===== src/rtl/libv_deque_if.sv =====
// Command type shared by the deque and its users, plus the deque's
// command/response interface. The requester drives the command side
// (master); the deque drives results and status (slave).
package libv_pkg;
    typedef enum logic [1:0] {
        PushFront = 2'b00,
        PopFront  = 2'b01,
        PushBack  = 2'b10,
        PopBack   = 2'b11
    } cmd_t;
endpackage

interface libv_deque_if #(
    parameter int W = 32,
    parameter int N = 4
);
    logic                     in_vld;
    libv_pkg::cmd_t           in_cmd;
    logic [W-1:0]             in_dat;
    logic                     out_vld;
    logic [W-1:0]             out_dat;
    logic                     empty;
    logic                     full;
    logic [$clog2(N+1)-1:0]   cnt;
    logic                     drop;
    logic                     err;

    modport master (
        output in_vld, in_cmd, in_dat,
        input  out_vld, out_dat, empty, full, cnt, drop, err
    );

    modport slave (
        input  in_vld, in_cmd, in_dat,
        output out_vld, out_dat, empty, full, cnt, drop, err
    );
endinterface


===== src/rtl/libv_deque.sv =====
// Double-ended queue on an N-entry ring buffer. One command per cycle;
// pop data, error and drop flags are registered and appear one cycle
// after the command. With OVERWRITE set, a push into a full deque evicts
// the entry at the opposite end instead of being rejected.
module libv_deque #(
    parameter int W         = 32,
    parameter int N         = 4,
    parameter int OVERWRITE = 0
) (
    input  logic        clk,
    input  logic        rst,
    libv_deque_if.slave bus
);
    import libv_pkg::*;

    localparam int IW = $clog2(N);
    localparam int CW = $clog2(N + 1);
    localparam logic [IW-1:0] LAST_IDX = IW'(N - 1);
    localparam logic [CW-1:0] FULL_CNT = CW'(N);

    logic [W-1:0]  mem [N];
    logic [IW-1:0] headQ, tailQ, headNxt, tailNxt;
    logic [CW-1:0] cntQ, cntNxt;
    logic          isFull, isEmpty;
    logic          wrEn, rdEn, errNxt, dropNxt;
    logic [IW-1:0] wrIdx, rdIdx;
    logic          outVldQ, errQ, dropQ;
    logic [W-1:0]  outDatQ;

    // Ring indices wrap explicitly so N need not be a power of two.
    function automatic logic [IW-1:0] incIdx(input logic [IW-1:0] idx);
        return (idx == LAST_IDX) ? '0 : idx + IW'(1);
    endfunction

    function automatic logic [IW-1:0] decIdx(input logic [IW-1:0] idx);
        return (idx == '0) ? LAST_IDX : idx - IW'(1);
    endfunction

    assign isFull  = (cntQ == FULL_CNT);
    assign isEmpty = (cntQ == '0);

    // Decode the command into index/count updates and one memory access.
    always_comb begin
        headNxt = headQ;
        tailNxt = tailQ;
        cntNxt  = cntQ;
        wrEn    = 1'b0;
        wrIdx   = tailQ;
        rdEn    = 1'b0;
        rdIdx   = headQ;
        errNxt  = 1'b0;
        dropNxt = 1'b0;
        if (bus.in_vld) begin
            unique case (bus.in_cmd)
                PushFront: begin
                    if (!isFull || OVERWRITE != 0) begin
                        headNxt = decIdx(headQ);
                        wrEn    = 1'b1;
                        wrIdx   = decIdx(headQ);
                        if (isFull) begin
                            // Back entry is sacrificed to make room.
                            tailNxt = decIdx(tailQ);
                            dropNxt = 1'b1;
                        end else begin
                            cntNxt = cntQ + CW'(1);
                        end
                    end else begin
                        errNxt = 1'b1;
                    end
                end
                PushBack: begin
                    if (!isFull || OVERWRITE != 0) begin
                        tailNxt = incIdx(tailQ);
                        wrEn    = 1'b1;
                        wrIdx   = tailQ;
                        if (isFull) begin
                            // Front entry is sacrificed to make room.
                            headNxt = incIdx(headQ);
                            dropNxt = 1'b1;
                        end else begin
                            cntNxt = cntQ + CW'(1);
                        end
                    end else begin
                        errNxt = 1'b1;
                    end
                end
                PopFront: begin
                    if (!isEmpty) begin
                        rdEn    = 1'b1;
                        rdIdx   = headQ;
                        headNxt = incIdx(headQ);
                        cntNxt  = cntQ - CW'(1);
                    end else begin
                        errNxt = 1'b1;
                    end
                end
                PopBack: begin
                    if (!isEmpty) begin
                        rdEn    = 1'b1;
                        rdIdx   = decIdx(tailQ);
                        tailNxt = decIdx(tailQ);
                        cntNxt  = cntQ - CW'(1);
                    end else begin
                        errNxt = 1'b1;
                    end
                end
                default: ;
            endcase
        end
    end

    // Control state and registered pop result; reset discards any command.
    always_ff @(posedge clk) begin
        if (rst) begin
            headQ   <= '0;
            tailQ   <= '0;
            cntQ    <= '0;
            outVldQ <= 1'b0;
            errQ    <= 1'b0;
            dropQ   <= 1'b0;
            outDatQ <= '0;
        end else begin
            headQ   <= headNxt;
            tailQ   <= tailNxt;
            cntQ    <= cntNxt;
            outVldQ <= rdEn;
            errQ    <= errNxt;
            dropQ   <= dropNxt;
            if (rdEn) begin
                outDatQ <= mem[rdIdx];
            end
        end
    end

    // Storage is not reset; a write under reset is dropped with its command.
    always_ff @(posedge clk) begin
        if (wrEn && !rst) begin
            mem[wrIdx] <= bus.in_dat;
        end
    end

    assign bus.out_vld = outVldQ;
    assign bus.out_dat = outDatQ;
    assign bus.err     = errQ;
    assign bus.drop    = dropQ;
    assign bus.cnt     = cntQ;
    assign bus.empty   = isEmpty;
    assign bus.full    = isFull;
endmodule

===== src/flat_wrapper.sv =====
// flat-port wrapper written by rule: the top's interface ports become plain ports
module libv_deque_flat import libv_pkg::*;
#(
    parameter int W         = 32,
    parameter int N         = 4,
    parameter int OVERWRITE = 0
)
  (clk, rst, bus_in_vld, bus_in_cmd, bus_in_dat, bus_out_vld, bus_out_dat, bus_empty, bus_full, bus_cnt, bus_drop, bus_err);
  libv_deque_if #(.W(W), .N(N)) bus_i ();
  input  logic clk;
  input  logic rst;
  input wire logic [$bits(bus_i.in_vld)-1:0] bus_in_vld;
  input wire logic [$bits(bus_i.in_cmd)-1:0] bus_in_cmd;
  input wire logic [$bits(bus_i.in_dat)-1:0] bus_in_dat;
  output wire logic [$bits(bus_i.out_vld)-1:0] bus_out_vld;
  output wire logic [$bits(bus_i.out_dat)-1:0] bus_out_dat;
  output wire logic [$bits(bus_i.empty)-1:0] bus_empty;
  output wire logic [$bits(bus_i.full)-1:0] bus_full;
  output wire logic [$bits(bus_i.cnt)-1:0] bus_cnt;
  output wire logic [$bits(bus_i.drop)-1:0] bus_drop;
  output wire logic [$bits(bus_i.err)-1:0] bus_err;
  assign bus_i.in_vld = bus_in_vld;
  assign bus_i.in_cmd = bus_in_cmd;
  assign bus_i.in_dat = bus_in_dat;
  assign bus_out_vld = bus_i.out_vld;
  assign bus_out_dat = bus_i.out_dat;
  assign bus_empty = bus_i.empty;
  assign bus_full = bus_i.full;
  assign bus_cnt = bus_i.cnt;
  assign bus_drop = bus_i.drop;
  assign bus_err = bus_i.err;
  libv_deque #(.W(W), .N(N), .OVERWRITE(OVERWRITE)) u_core (.clk(clk), .rst(rst), .bus(bus_i));
endmodule

===== config.mk =====
export PLATFORM = sky130hd
export DESIGN_NAME = libv_deque_flat
export DESIGN_NICKNAME = d
export VERILOG_FILES = /design/src/rtl/libv_deque_if.sv /design/src/rtl/libv_deque.sv /design/src/flat_wrapper.sv
export SDC_FILE = /design/constraint.sdc
export NUM_CORES = 1
export LEC_CHECK = 0
export ABC_AREA = 1
export ABC_CLOCK_PERIOD_IN_PS = 4600
export CAP_MARGIN = 10
export CORE_UTILIZATION = 63
export CTS_BUF_LIST = sky130_fd_sc_hd__clkbuf_2 sky130_fd_sc_hd__clkbuf_4 sky130_fd_sc_hd__clkbuf_8
export CTS_CLUSTER_SIZE = 14
export DETAILED_ROUTE_END_ITERATION = 16
export PLACE_DENSITY_LB_ADDON = 0.08
export SLEW_MARGIN = 20
export SYNTH_ARGS = -nofsm -noshare
export SYNTH_HDL_FRONTEND = slang
export SYNTH_SLANG_ARGS = --single-unit
export TNS_END_PERCENT = 20

===== constraint.sdc =====
create_clock -name clk -period 4.6 [get_ports clk]
set_input_delay 0.69 -clock clk [delete_from_list [all_inputs] [get_ports clk]]
set_output_delay 0.69 -clock clk [all_outputs]
set_load 0.02 [all_outputs]

## Yosys cells after proc, flatten, opt, wreduce, memory -nomap -nowiden

Memories as Yosys holds them, arrays and structs flattened. A register that Yosys moved wholly into a read port is not among the register bits.
Cells that the tools add are included.
W data, S select, Z words.

- Memories: 1
- Output and inout port bits: 40
- Bits in writable memories: 128
- Input port bits: 37
- Register bits: 9
- Word-level logic and storage cells: 69

- Add/subtract/negate cells: 6
- Reduce and logical (&&, ||, !) cells: 14
- Equal/unequal tests: 12
- Mux-type cells: 30
- Bitwise logic cells: 1

Memories:

| memory | words | width | read ports | clocked after Yosys merged registers in | write ports | line | source |
|---|---|---|---|---|---|---|---|
| u_core.mem | 4 | 32 | 1 | 1 | 1 | libv_deque.sv:21 | `logic [W-1:0] mem [N];` |

Operators by type and width:

| kind | count |
|---|---|
| $mux W2 | 14 |
| $ne A2 B2 Y1 const B | 6 |
| $mux W1 | 10 |
| $eq A2 B2 Y1 const B | 4 |
| $pmux W2 S2 | 2 |
| $reduce_and A4 Y1 | 2 |
| $logic_not A2 Y1 | 3 |
| $mux W3 | 2 |
| $pmux W3 S2 | 1 |
| $reduce_or A2 Y1 | 3 |
| $add A2 B1 Y2 const B | 2 |
| $reduce_bool A2 Y1 | 2 |
| $sub A2 B1 Y2 const B | 2 |
| $add A3 B1 Y3 const B | 1 |
| $eq A3 B3 Y1 const B | 1 |
| $logic_not A3 Y1 | 1 |
| $reduce_and A3 Y1 | 1 |
| $sub A3 B1 Y3 const B | 1 |
| $eq A2 B1 Y1 const B | 1 |
| $pmux W1 S2 | 1 |
| $logic_and A1 B1 Y1 | 1 |
| $logic_not A1 Y1 | 1 |
| $not A1 Y1 | 1 |

## Longest topological paths before layout

Gate-level depths: netlist of run 1.

- Depth after elaboration: 7
- Depth in mapped cells: 12

## Least setup slack after synthesis of run 1

Ideal clock, no wire load.

- Path kind: in2reg
- Start point: input port bus_in_vld
- End point: memory u_core.mem[2][0] (enable)
- Data required time: 4.179 ns
- Arrival: 2.792 ns
- Stages on the path: 6
- Library setup time: 0.421 ns
- Path slack: 1.387 ns
- Path through: inv_1 nor2_1 nand3_1 o21ai_0 inv_1 nor2_1

- Longest elaborated chain between the ends: 4

Ends and longest elaborated chain:

| item | line | source |
|---|---|---|
| start, declared | flat_wrapper.sv:12 | `input wire logic [$bits(bus_i.in_vld)-1:0] bus_in_vld;` |
| $mux W1 | libv_deque.sv:53 | `if (bus.in_vld) begin` |
| $logic_and A1 B1 Y1 | libv_deque.sv:137 | `if (wrEn && !rst) begin` |
| $mux W1 | libv_deque.sv:137 |  |
| $mux W1 (implied by the code) | libv_deque.sv:138 | `mem[wrIdx] <= bus.in_dat;` |
| end, declared | libv_deque.sv:21 |  |

Parallel ways exist; a longest one is shown, timed or not.

## Worst setup path after layout of run 1

- Start point: input port bus_in_cmd[0]
- End point: register u_core.outDatQ[20], in the netlist u_core.bus.out_dat[20], read port of u_core.mem

- Longest elaborated chain between the ends: 4

Ends and longest elaborated chain:

| item | line | source |
|---|---|---|
| start, declared | flat_wrapper.sv:13 | `input wire logic [$bits(bus_i.in_cmd)-1:0] bus_in_cmd;` |
| $eq A2 B1 Y1 or $eq A2 B2 Y1 (tied branches) | libv_deque.sv:54 | `unique case (bus.in_cmd)` |
| $reduce_or A2 Y1 (no line) | -- |  |
| $mux W1 | -- |  |
| $mux W1 | libv_deque.sv:53 |  |
| end, declared | libv_deque.sv:28 | `logic [W-1:0] outDatQ;` |

Parallel ways exist; a longest one is shown, timed or not.
A chain may end at the register's enable or synchronous reset.

==> impl_summary.md, run 1 <==
STA
The clock arrives with 11.7 ps of skew. Setup violations remaining at the end of the flow were counted as 0. The final count of pins violating max slew is 0.

Timing would allow up to between 300 and 400 MHz. Dividing the final minimum period by the clock period gives 66.7%. The total negative slack for setup checks is 0 ps. The worst slew margin relative to its limit is 31.7%. At the pin with the least slew margin, the transition time is 1020 ps. Hold timing on the final database bottoms out at a slack of approximately 530 ps. Setup repair after global routing left no endpoint under its margin. The hold violation count in the final report is 0. The final critical path time including I/O delays and setup is 3070 ps.

Synthesis
For this run, the register share of the synthesized area comes to between 60% and 70%. Averaged over all synthesized cells, the footprint is 10.4 µm². The area fraction in compound gates after synthesis is 3.62%. Counting flops and latches in the post-synthesis netlist gives 169.

The proportion of synthesized area in mux cells is 0%. In this run the biggest area consumer among cell types represents 51.6% of the synthesized area. The commonest cells after synthesis are 146 x sky130_fd_sc_hd__inv_1, 131 x sky130_fd_sc_hd__nand3_1, 128 x sky130_fd_sc_hd__edfxtp_1.

Sorting the synthesized cells by area gives the leading types as sky130_fd_sc_hd__edfxtp_1 52%, sky130_fd_sc_hd__dfxtp_1 11%, sky130_fd_sc_hd__nand3_1 8.8%, sky130_fd_sc_hd__inv_1 7.4%, sky130_fd_sc_hd__nand3b_1 6.4%. The synthesized netlist occupies a cell area of around 7500 µm². Yosys instantiated no cell more often than sky130_fd_sc_hd__inv_1. The Yosys step of the flow raised 0 warnings. The biggest area consumer among synthesized cells is sky130_fd_sc_hd__edfxtp_1.

The share of synthesized cell area in and, or, nand and nor gates is 21.6%. The number of instances in the synthesized netlist is 718. After Yosys synthesis, XOR and XNOR cells account for 0.235% of the synthesized area. After synthesis, the largest family of logic cells by area is simple AND/OR/NAND/NOR gates.

The number of nets handed over by synthesis was 760. The synthesized-area fraction occupied by adder cells is 0.940%. The number of enable-type register cells in the synthesized netlist is 128. After synthesis, the share of flip-flops with an asynchronous set or reset is 0%. The post-synthesis cell type count is 32.

In the synthesized netlist the dominant register cell turns out to be sky130_fd_sc_hd__edfxtp_1.

Detailed routing
After detailed routing, the average wire length per cell comes to 16.0 µm. The first TritonRoute pass finished after 5 iterations. The number of antenna-violating nets in the routed design is 0.

In this run, the number of DRC markers left after iteration 0 of detailed routing was 508. The via density per instance is about 5.5. The sum of routed wire length over all layers is roughly 15000 µm.

The count of unresolved DRC violations after routing is 0. For this block, the via count after detailed routing is 5131.

GRT
The all-layer global routing usage is 25.9%. The first global-routing pass estimated 24300 µm of wire. Entering global routing, the biggest net connects 66 pins.

The total overflow left after global routing is 0. The via count of the first global-routing pass came to 4900. The number of antenna violations at the first check in global routing is 0.

Setup path
The launching element type of the critical path is a primary input. The type of element capturing the critical path is a register. At the worst endpoint, the arrival time is around 3500 ps. At the worst endpoint, the required time is around 5000 ps. Along the worst path, the maximum fanout reaches 65.

The worst setup path is of the in2reg kind.

Layout
The core occupancy in the finished layout is 74.9%. The relative area change from synthesis to final layout is 15.3%. Cells with a size suffix above 1 make up 6.69% of the layout. The number of antenna diodes in the final layout is 0. In the final design database the tool counted between 800 and 900 nets.

Place
Detailed placement finished with a half-perimeter wire length of 8540 µm. Routability-driven placement finished with a final weighted congestion of 0.796. Input and output buffers added on the ports amount to 75.

Die
The chip width is 111 µm. In this run the count of I/O pins placed on the die edge is 77. For this configuration, the core starts out at a cell density of 65.0%. The count of standard-cell rows is 39. In this run the vertical extent of the chip is ~110 µm.

The area of the placeable core is 11500 µm². The die covers 12300 µm².

Pwr
The worst-case IR drop observed on VDD is 0.394 mV. Power spread over the standard cell area amounts to 367 nW/µm². The leakage power of the design is 0.00344 µW.

Outcome
The flow ran to the end, and the final reports show no timing, DRC or antenna violations.

Clock network
The TritonCTS buffer count is 17. The clock-pin slew reported for the worst setup and hold paths after clock tree synthesis is roughly 80 ps. The TritonCTS clock tree is yes. The maximum clock insertion buffer count is 2. Clock tree synthesis found a total of 169 sinks. The clock tree synthesis step divided the H-tree into 4 levels.

Clock tree synthesis selected as its root buffer the cell sky130_fd_sc_hd__clkbuf_8. The clock insertion delay at the later pin of the skew report is 460 ps. In this run, post-CTS hold repair placed 0 buffers. After clock tree synthesis, the setup repair step added 0 buffers. The number of gates resized after cts is 0.

Worst hold path
The min-delay analysis places its worst path in the category reg2reg.

Job
The number of max-cap violations is 0.
[state kept, by name, indices dropped and copies added, names as in the netlist]
signal / cells
u_core.bus.out_vld: 1
u_core.headQ: 2
u_core.bus.cnt: 3
u_core.mem: 128
u_core.tailQ: 2
u_core.bus.err: 1
u_core.bus.out_dat: 32
[power breakdown]
group | leakage (µW) | switching [µW] | internal [µW]
sequential | 0.00149 | 21.5 | 1690
clock | 0.000192 | 518 | 497
combinational | 0.00175 | 267 | 165
total | 0.00344 | 807 | 2350
[cells in the final DEF (no fill, tap or decap), types with 3 or more instances in the layout]
cell type,count
sky130_fd_sc_hd__nand2_1,83
sky130_fd_sc_hd__a21oi_1,37
sky130_fd_sc_hd__o21ai_0,3
sky130_fd_sc_hd__dfxtp_1,41
sky130_fd_sc_hd__inv_6,3
sky130_fd_sc_hd__clkdlybuf4s50_1,75
sky130_fd_sc_hd__nor2_4,4
sky130_fd_sc_hd__nand3b_1,64
sky130_fd_sc_hd__nand2_4,3
sky130_fd_sc_hd__clkinv_1,4
sky130_fd_sc_hd__clkbuf_4,3
sky130_fd_sc_hd__ha_1,4
sky130_fd_sc_hd__clkbuf_8,17
sky130_fd_sc_hd__buf_4,9
sky130_fd_sc_hd__nand3_1,131
sky130_fd_sc_hd__nor2_1,12
sky130_fd_sc_hd__edfxtp_1,128
sky130_fd_sc_hd__inv_1,145
[critical path, cell delays in order]
cell                              delay, ps
sky130_fd_sc_hd__clkdlybuf4s50_1        670
sky130_fd_sc_hd__nand2_4                120
sky130_fd_sc_hd__nor2_8                 120
sky130_fd_sc_hd__nand2_4                100
sky130_fd_sc_hd__nand2_4                540
sky130_fd_sc_hd__nand2_2                650
sky130_fd_sc_hd__nand2_1                190
sky130_fd_sc_hd__nand3_1                 80
sky130_fd_sc_hd__nand3_1                140
sky130_fd_sc_hd__nand2_1                 70
sky130_fd_sc_hd__inv_1                   50
[area by class of cell]
cell class / count / area [µm²]
Multi-Input combinational cell: 361 / 2000
Tap cell: 143 / 179
Timing Repair Buffer: 84 / 818
Clock buffer: 20 / 256
Fill cell: 805 / 2870
Inverter: 146 / 548
Sequential cell: 169 / 4660
Clock inverter: 12 / 123
[kinds of logic (layout without fill, tap and decap cells)]
family,after synthesis,after routing
AO/OA/AOI/OAI,47,47
XOR/XNOR,2,2
adder cells (fa/ha/maj),5,5
buffers and inverters,188,262
flip-flops,169,169
other,1,1
AND/OR/NAND/NOR,306,306
[per-stage QoR]
stage	setup slack (ps)	power, µW	area [µm²]	std cells
CTS	1610	3170	8590	935
global placement	1190	2160	8210	903
finish	1530	3160	8590	935
global route	1330	3280	8590	935
detailed placement	1120	2170	8210	903
floorplan	1390	2020	7460	718
[routing by layer]
| metal | GRT usage (%) | share of wire (%) | up-vias |
|---|---|---|---|
| met2 | 43.4 | 50 | 190 |
| met4 | 10.8 | 1.9 | 0 |
| li1 | - | - | 2492 |
| met5 | 0 | 0 | - |
| met3 | 6.23 | 7.3 | 25 |
| met1 | 32.3 | 41 | 2424 |
[path summary, 6_finish.rpt]
kind,to,slack [ps],depth (start not counted),start
hold reg to reg,u_core.bus.cnt[2],530,2,u_core.bus.cnt[2]
hold / removal,u_core.bus.cnt[2],530,2,u_core.bus.cnt[2]
setup / recovery,u_core.bus.out_dat[20],1530,11,bus_in_cmd[0]
setup reg to reg,u_core.bus.out_dat[20],1860,12,u_core.tailQ[0]
Power figures use the tool's default switching activity.
==> inputs of run 2 (changes only) <==
- ABC_CLOCK_PERIOD_IN_PS: 4600 -> 2700
- CORE_UTILIZATION: 63 -> 53
- clock period: 4.6 -> 2.7 ns (I/O delays scaled with it)
==> impl_summary.md, run 2 (synthesis results as in run 1) <==
Die
The core region is 13500 µm². The chip width is about 120 µm. The die is 121 µm tall. The initial utilization of the core area, before any placement, comes to 55.2%. The total I/O pin count is 77. The die covers 14500 µm².

The floorplan has 42 rows.

GRT
The via count of the first global-routing pass is 5067. The residual overflow from global routing is 0. Entering global routing, the biggest net connects between 40 and 50 pins.

The first global-routing pass estimated approximately 26000 µm of wire. The number of antenna violations at the first check in global routing came to 0. The all-layer global routing usage is 23.5%.

Pwr
The power spent charging and discharging nets is 1400 µW. Combinational cells account for 13.9% of the total power. The total power draw is 5590 µW. The power density over the cells is 631 nW/µm². Net switching is 25.0% of the power. The sequential share of power is 52.1%. In this run, the clock network consumes about a third of the power.

For this design the static power due to leakage is 0.00355 µW. The worst-case IR drop observed on VDD is between 0.3 and 0.4 mV. The internal power of the cells totals ~4200 µW.

Setup path
In this run the worst path has a maximum fanout of 32. The endpoint of the most critical setup path is u_core.bus.out_dat[9]. The gate family responsible for the most delay along the worst path is compound AO/OA/AOI/OAI gates. The start of the worst register-to-register path is u_core.tailQ[0]. Counting stages on the worst path, the most repeated cell is sky130_fd_sc_hd__inv_1. STA classifies the critical path endpoint as a register. The launching element type of the critical path is a register. The path depth of the worst reg2reg path is 8. The cell type of the slowest stage on the worst timing path is sky130_fd_sc_hd__o21ai_4. The arrival time reported for the critical path endpoint is ~2700 ps. The worst setup path is of the reg2reg kind.

The number of gates on the worst path with buffers counted is 8. For the worst setup path, the data required time is 3110 ps. The critical path goes through inv_1 > ha_1 > inv_1 > o21ai_4 > nand3_1 > nand3_1 > nand2_1 > inv_1.

Together, buffers and inverters on the worst path number 3. The largest stage delay on the critical path is around 840 ps. Setup slack on the worst reg-to-reg path comes out at 430 ps. The reg-to-reg endpoint is u_core.bus.out_dat[9]. The most critical setup path has its startpoint at u_core.tailQ[0].

Detailed routing
The sum of routed wire length over all layers is 16000 µm. For this block, the initial DRC count from the detailed router was 399. The via density per instance is roughly 5.3. For this run, design rule violations remaining after detail routing come to 0. The number of antenna-violating nets in the routed design is 0.

For this run, the detailed router's first-pass iteration total came to 5. In the final routed layout, each cell accounts on average for 16.3 µm. For this block, the via count after detailed routing is 5212.

Layout
The repair_antennas step left the layout with diodes totalling 0. After the last flow step, the layout net total stands at 835. The share of post-route cells with drive strength above 1 is under 10%. The core occupancy in the finished layout is 65.7%. The register with the most flip-flops in the layout has 128 of them.

Ranked by flip-flop count, first place goes to u_core.mem. From synthesis to final layout, the design area changed by 18.9%. For this run, the number of standard cells in the final layout without fillers is 982. The most common cell after layout, fill and taps aside is sky130_fd_sc_hd__inv_1.

The layout has 1074 filler cells. Leaving out fill and tap cells, the most frequent cells in the layout are 146 x sky130_fd_sc_hd__inv_1, 131 x sky130_fd_sc_hd__nand3_1, 128 x sky130_fd_sc_hd__edfxtp_1.

Clock network
Clock-pin slew was measured on the worst setup and hold paths at 80 ps. The later pin in the worst-skew pair is clocked with a latency of 450 ps. The post-cts hold buffer count is 0. The post-CTS setup repair buffer count is 0. The TritonCTS buffer count is 17. Once the clock tree was built, the resizer swapped 0 gates to a different size.

The root buffer cell is sky130_fd_sc_hd__clkbuf_8. The TritonCTS clock tree is yes. The maximum clock insertion buffer count is 2. CTS saw around 170 sinks. The H-tree was split into 4 levels.

STA
Counting I/O delays and the setup requirement, the final critical path takes 2270 ps. The worst-case clock skew is 10.8 ps. The final count of pins violating max slew is 0.

The final setup violation count is 0. In the final timing run, aggregate negative setup slack is 0 ps. Setup repair after global routing left no endpoint under its margin. The hold violation count in the final report is 0.

Dividing the final minimum period by the clock period gives between 80% and 90%. For the pin with the worst max-slew slack, the measured transition is 1050 ps. Based on the critical path, the design can be clocked at up to 440 MHz. The worst slew margin relative to its limit is 30.0%.

Job
The number of max-cap violations is 0.

Place
The number of port buffers is 75. Once detailed placement completed, the half-perimeter wirelength came to 9640 µm. The number of instances in the placed design is 950. The final estimated routing congestion in global placement is between 0.7 and 0.8.

Worst hold path
The startpoint of the most critical hold path is rst. The class of the tightest hold or removal check is in2reg. The worst hold path was traced through 3 stages.

Outcome
The flow ran to the end, and the final reports show no timing, DRC or antenna violations.
run 2: cell count changes in the layout (fill, tap and decap cells not counted), moves of 2 or more:
cell	change
sky130_fd_sc_hd__clkinv_2	+3
sky130_fd_sc_hd__clkbuf_8	+4
sky130_fd_sc_hd__buf_12	+6
sky130_fd_sc_hd__clkbuf_4	-3
sky130_fd_sc_hd__clkinv_1	-4
sky130_fd_sc_hd__inv_6	-2
sky130_fd_sc_hd__buf_4	+8
run 2: area by class of cell:
type                       instances  area (µm²)  share of cell area [%]
clock buffer                      21         289                    3.26
clock inverter                    11         143                    1.61
inverter                         146         548                    6.18
multi-input combinational        361        2010                    22.7
sequential                       169        4660                    52.6
tap                              176         220                    2.48
timing repair buffer              98         993                    11.2
run 2: power groups by stage:
stage	combinational [µW]	clock (µW)	sequential (µW)
after floorplan	421	0	3020
after global placement	755	0	2970
after detailed placement	773	0	2970
after CTS	779	1940	2910
after global routing	851	2040	2920
final	775	1910	2910
run 2: worst min path at each step:
stage / to
after floorplan: u_core.tailQ[1]
after global placement: u_core.tailQ[1]
final: u_core.bus.out_vld
after global routing: u_core.bus.err
after CTS: u_core.bus.out_vld
after detailed placement: u_core.tailQ[0]
run 2: worst reg2reg max path: stages, from the launching register on:
cell and delay (ps):
sky130_fd_sc_hd__dfxtp_1 400, sky130_fd_sc_hd__inv_1 80, sky130_fd_sc_hd__ha_1 360, sky130_fd_sc_hd__inv_1 120
sky130_fd_sc_hd__o21ai_4 840, sky130_fd_sc_hd__nand3_1 220, sky130_fd_sc_hd__nand3_1 130, sky130_fd_sc_hd__nand2_1 50
sky130_fd_sc_hd__inv_1 40
run 2: per-stage QoR:
stage / instance area, µm² / hold WS, ps / worst slack, ps
6_report: 8870 / 246 / 425
4_1_cts: 8870 / 218 / 445
3_3_place_gp: 8440 / 492 / 78.9
5_1_grt: 8870 / 257 / 257
2_1_floorplan: 7460 / 470 / -291
3_5_place_dp: 8440 / 509 / 58.9
run 2: layer usage:
layer	part of all wire [%]	track usage, %	wire length (µm)	vias up
li1	-	-	-	2519
met4	1.1	7.33	169	0
met1	43	30.3	6870	2506
met3	6.3	4.58	1010	17
met2	50	39.9	7980	170
met5	0	0	0	-
==> RTL edit, RTL diff (flow settings as in run 1) <==
`W` is set to 32 in 3 places; all go to 64.
--- a/src/rtl/libv_deque_if.sv
+++ b/src/rtl/libv_deque_if.sv
@@ -11,7 +11,7 @@
 endpackage
 
 interface libv_deque_if #(
-    parameter int W = 32,
+    parameter int W = 64,
     parameter int N = 4
 );
     logic                     in_vld;
--- a/src/rtl/libv_deque.sv
+++ b/src/rtl/libv_deque.sv
@@ -3,7 +3,7 @@
 // after the command. With OVERWRITE set, a push into a full deque evicts
 // the entry at the opposite end instead of being rejected.
 module libv_deque #(
-    parameter int W         = 32,
+    parameter int W         = 64,
     parameter int N         = 4,
     parameter int OVERWRITE = 0
 ) (
--- a/src/flat_wrapper.sv
+++ b/src/flat_wrapper.sv
@@ -1,7 +1,7 @@
 // flat-port wrapper written by rule: the top's interface ports become plain ports
 module libv_deque_flat import libv_pkg::*;
 #(
-    parameter int W         = 32,
+    parameter int W         = 64,
     parameter int N         = 4,
     parameter int OVERWRITE = 0
 )
Ports: changed (resized bus_in_dat and bus_out_dat); port bits go from 77 to 141. The function was not compared with the original's and may differ.
==> RTL edit against run 1 <==
- hold slack got worse by 5.5 ps
- power grew 110%
- critical path depth down 3
- die area grew 87%
- utilization up 1.6 points
- worst setup slack worse by 76 ps
- non-clock buffer count up 73
- sequential cell count rose by 160
- global-route usage rose by 1.8 points
- first-iteration DRC count rose by 51%
- cell area is 95% higher
- routed wire length up 110%
- area after synthesis is 89% higher
- synthesized cell count is 86% higher
- largest cell class unchanged
==> RTL edit: results (changes against run 1) <==
result of the run complete, no violations; Worst Hold Margin 527 ps (-5.49 ps); Iteration-0 DRC Markers 769 (+51%); summed area of non-filler cells in the final layout 0.0167 mm^2 (+95%); count of input and output buffers 139 (+85%); count of non-filler cells in the finished layout 1789 (+91%); post-synthesis cell type count 30 (-6.3%); FFs & Latches 329 (+95%); die footprint 0.0229 mm^2 (+87%); pin count of the biggest net entering global routing 108 (+64%); cts bufs inserted 52 (+35); share of final layout cell area taken by non-clock buffers 9.55% (+0.026 points); highest ir drop seen on vdd 0.000299 V (-24%); multi-input logic portion of the cell area 21.2% (-2.1 points); fraction of the yosys area taken by sequential cells 65.0% (+2.5 points); layout inverter count without the clock tree 274 (+88%); largest fanout of any net on the critical path 18 (-72%); clock-pin slew on the worst setup and hold paths 50 ps (-30 ps); clock buf count 78 (+290%); setup clock skew after layout 31.2 ps (+19.5 ps); synthesized-area fraction occupied by xor and xnor cells 0.125% (-0.11 points); Hold Startpoint u_core.bus.out_dat[51]; Final Cycle Share 68.3% (+1.6 points); fraction of the mapped netlist area in compound gates 3.02% (-0.60 points); Final clock-cell share 6.39% (+2.0 points); average cell area after synthesis 10.5 um^2 (+1.5%); sequential share of cell area 54.6% (+0.35 points); multi-input logic cell count 650 (+80%); Syn Nets 1409 (+85%); HPWL Detailed 16400 um (+92%); ratio of routed vias to standard cells 5.41 (-1.5%); number of diodes 1 (+1); wire length on met2 15100 um (+100%); final routed wirelength across all metal layers 30900 um (+110%); total leakage power 6.69 nW (+95%); final estimated routing congestion in global placement 0.773 (-3.0%); number of synthesized flops with an enable pin 256 (+100%); met2 global-route usage 46.4% (+3.0 points); worst slew margin relative to its limit 28.3% (-3.4 points); cells taking the most area after synthesis edfxtp_1, dfxtp_1, nand3_1; Skew-Pair Late Insertion Delay 590 ps (+130 ps); reg-to-reg slack, setup 1580 ps (-280 ps); largest buffer count on any clock path 3 (+1); hold-critical path depth 4 (+2); endpoint of the worst-slack reg-to-reg timing path u_core.mem[0][25]; wl on met1 13200 um (+110%); post-place setup slack 873 ps (-244 ps); overall routing resource usage 27.7% (+1.8 points); fraction of final layout cells with drive strength greater than 1 8.16% (+1.5 points); Reg2Reg Depth 8 (-4); critical path startpoint bus_in_vld; end of the worst hold path u_core.bus.out_dat[51]; GRT met1 Usage 36.9% (+4.6 points); non-clock buffer count in the final layout 157 (+87%); first-pass GRT wire length 47900 um (+97%); # placed instances 1690 (+87%)
-- RTL edit: changes by cell type after synthesis, moves of 6 or more --
cell | run 1 | this run
clkbuf_1 | 10 | 29
nand3_1 | 131 | 260
dfxtp_1 | 41 | 73
inv_1 | 146 | 273
a21oi_1 | 37 | 68
buf_4 | 4 | 13
nand3b_1 | 64 | 128
buf_2 | 19 | 34
edfxtp_1 | 128 | 256
nand2_1 | 83 | 147
buf_1 | 0 | 6
buf_6 | 7 | 0
-- RTL edit: critical path, stage by stage --
cell	delay [ps]
clkdlybuf4s50_1	510
inv_1	130
nor2_1	140
nand3_1	160
o21ai_0	610
inv_1	240
nor2_4	510
buf_4	390
-- RTL edit: where the power goes --
part	total, W	switching (W)	internal [W]
Clock	0.00249	0.00111	0.00138
Combinational	0.000800	0.000496	0.000304
Sequential	0.00334	0.0000402	0.00330
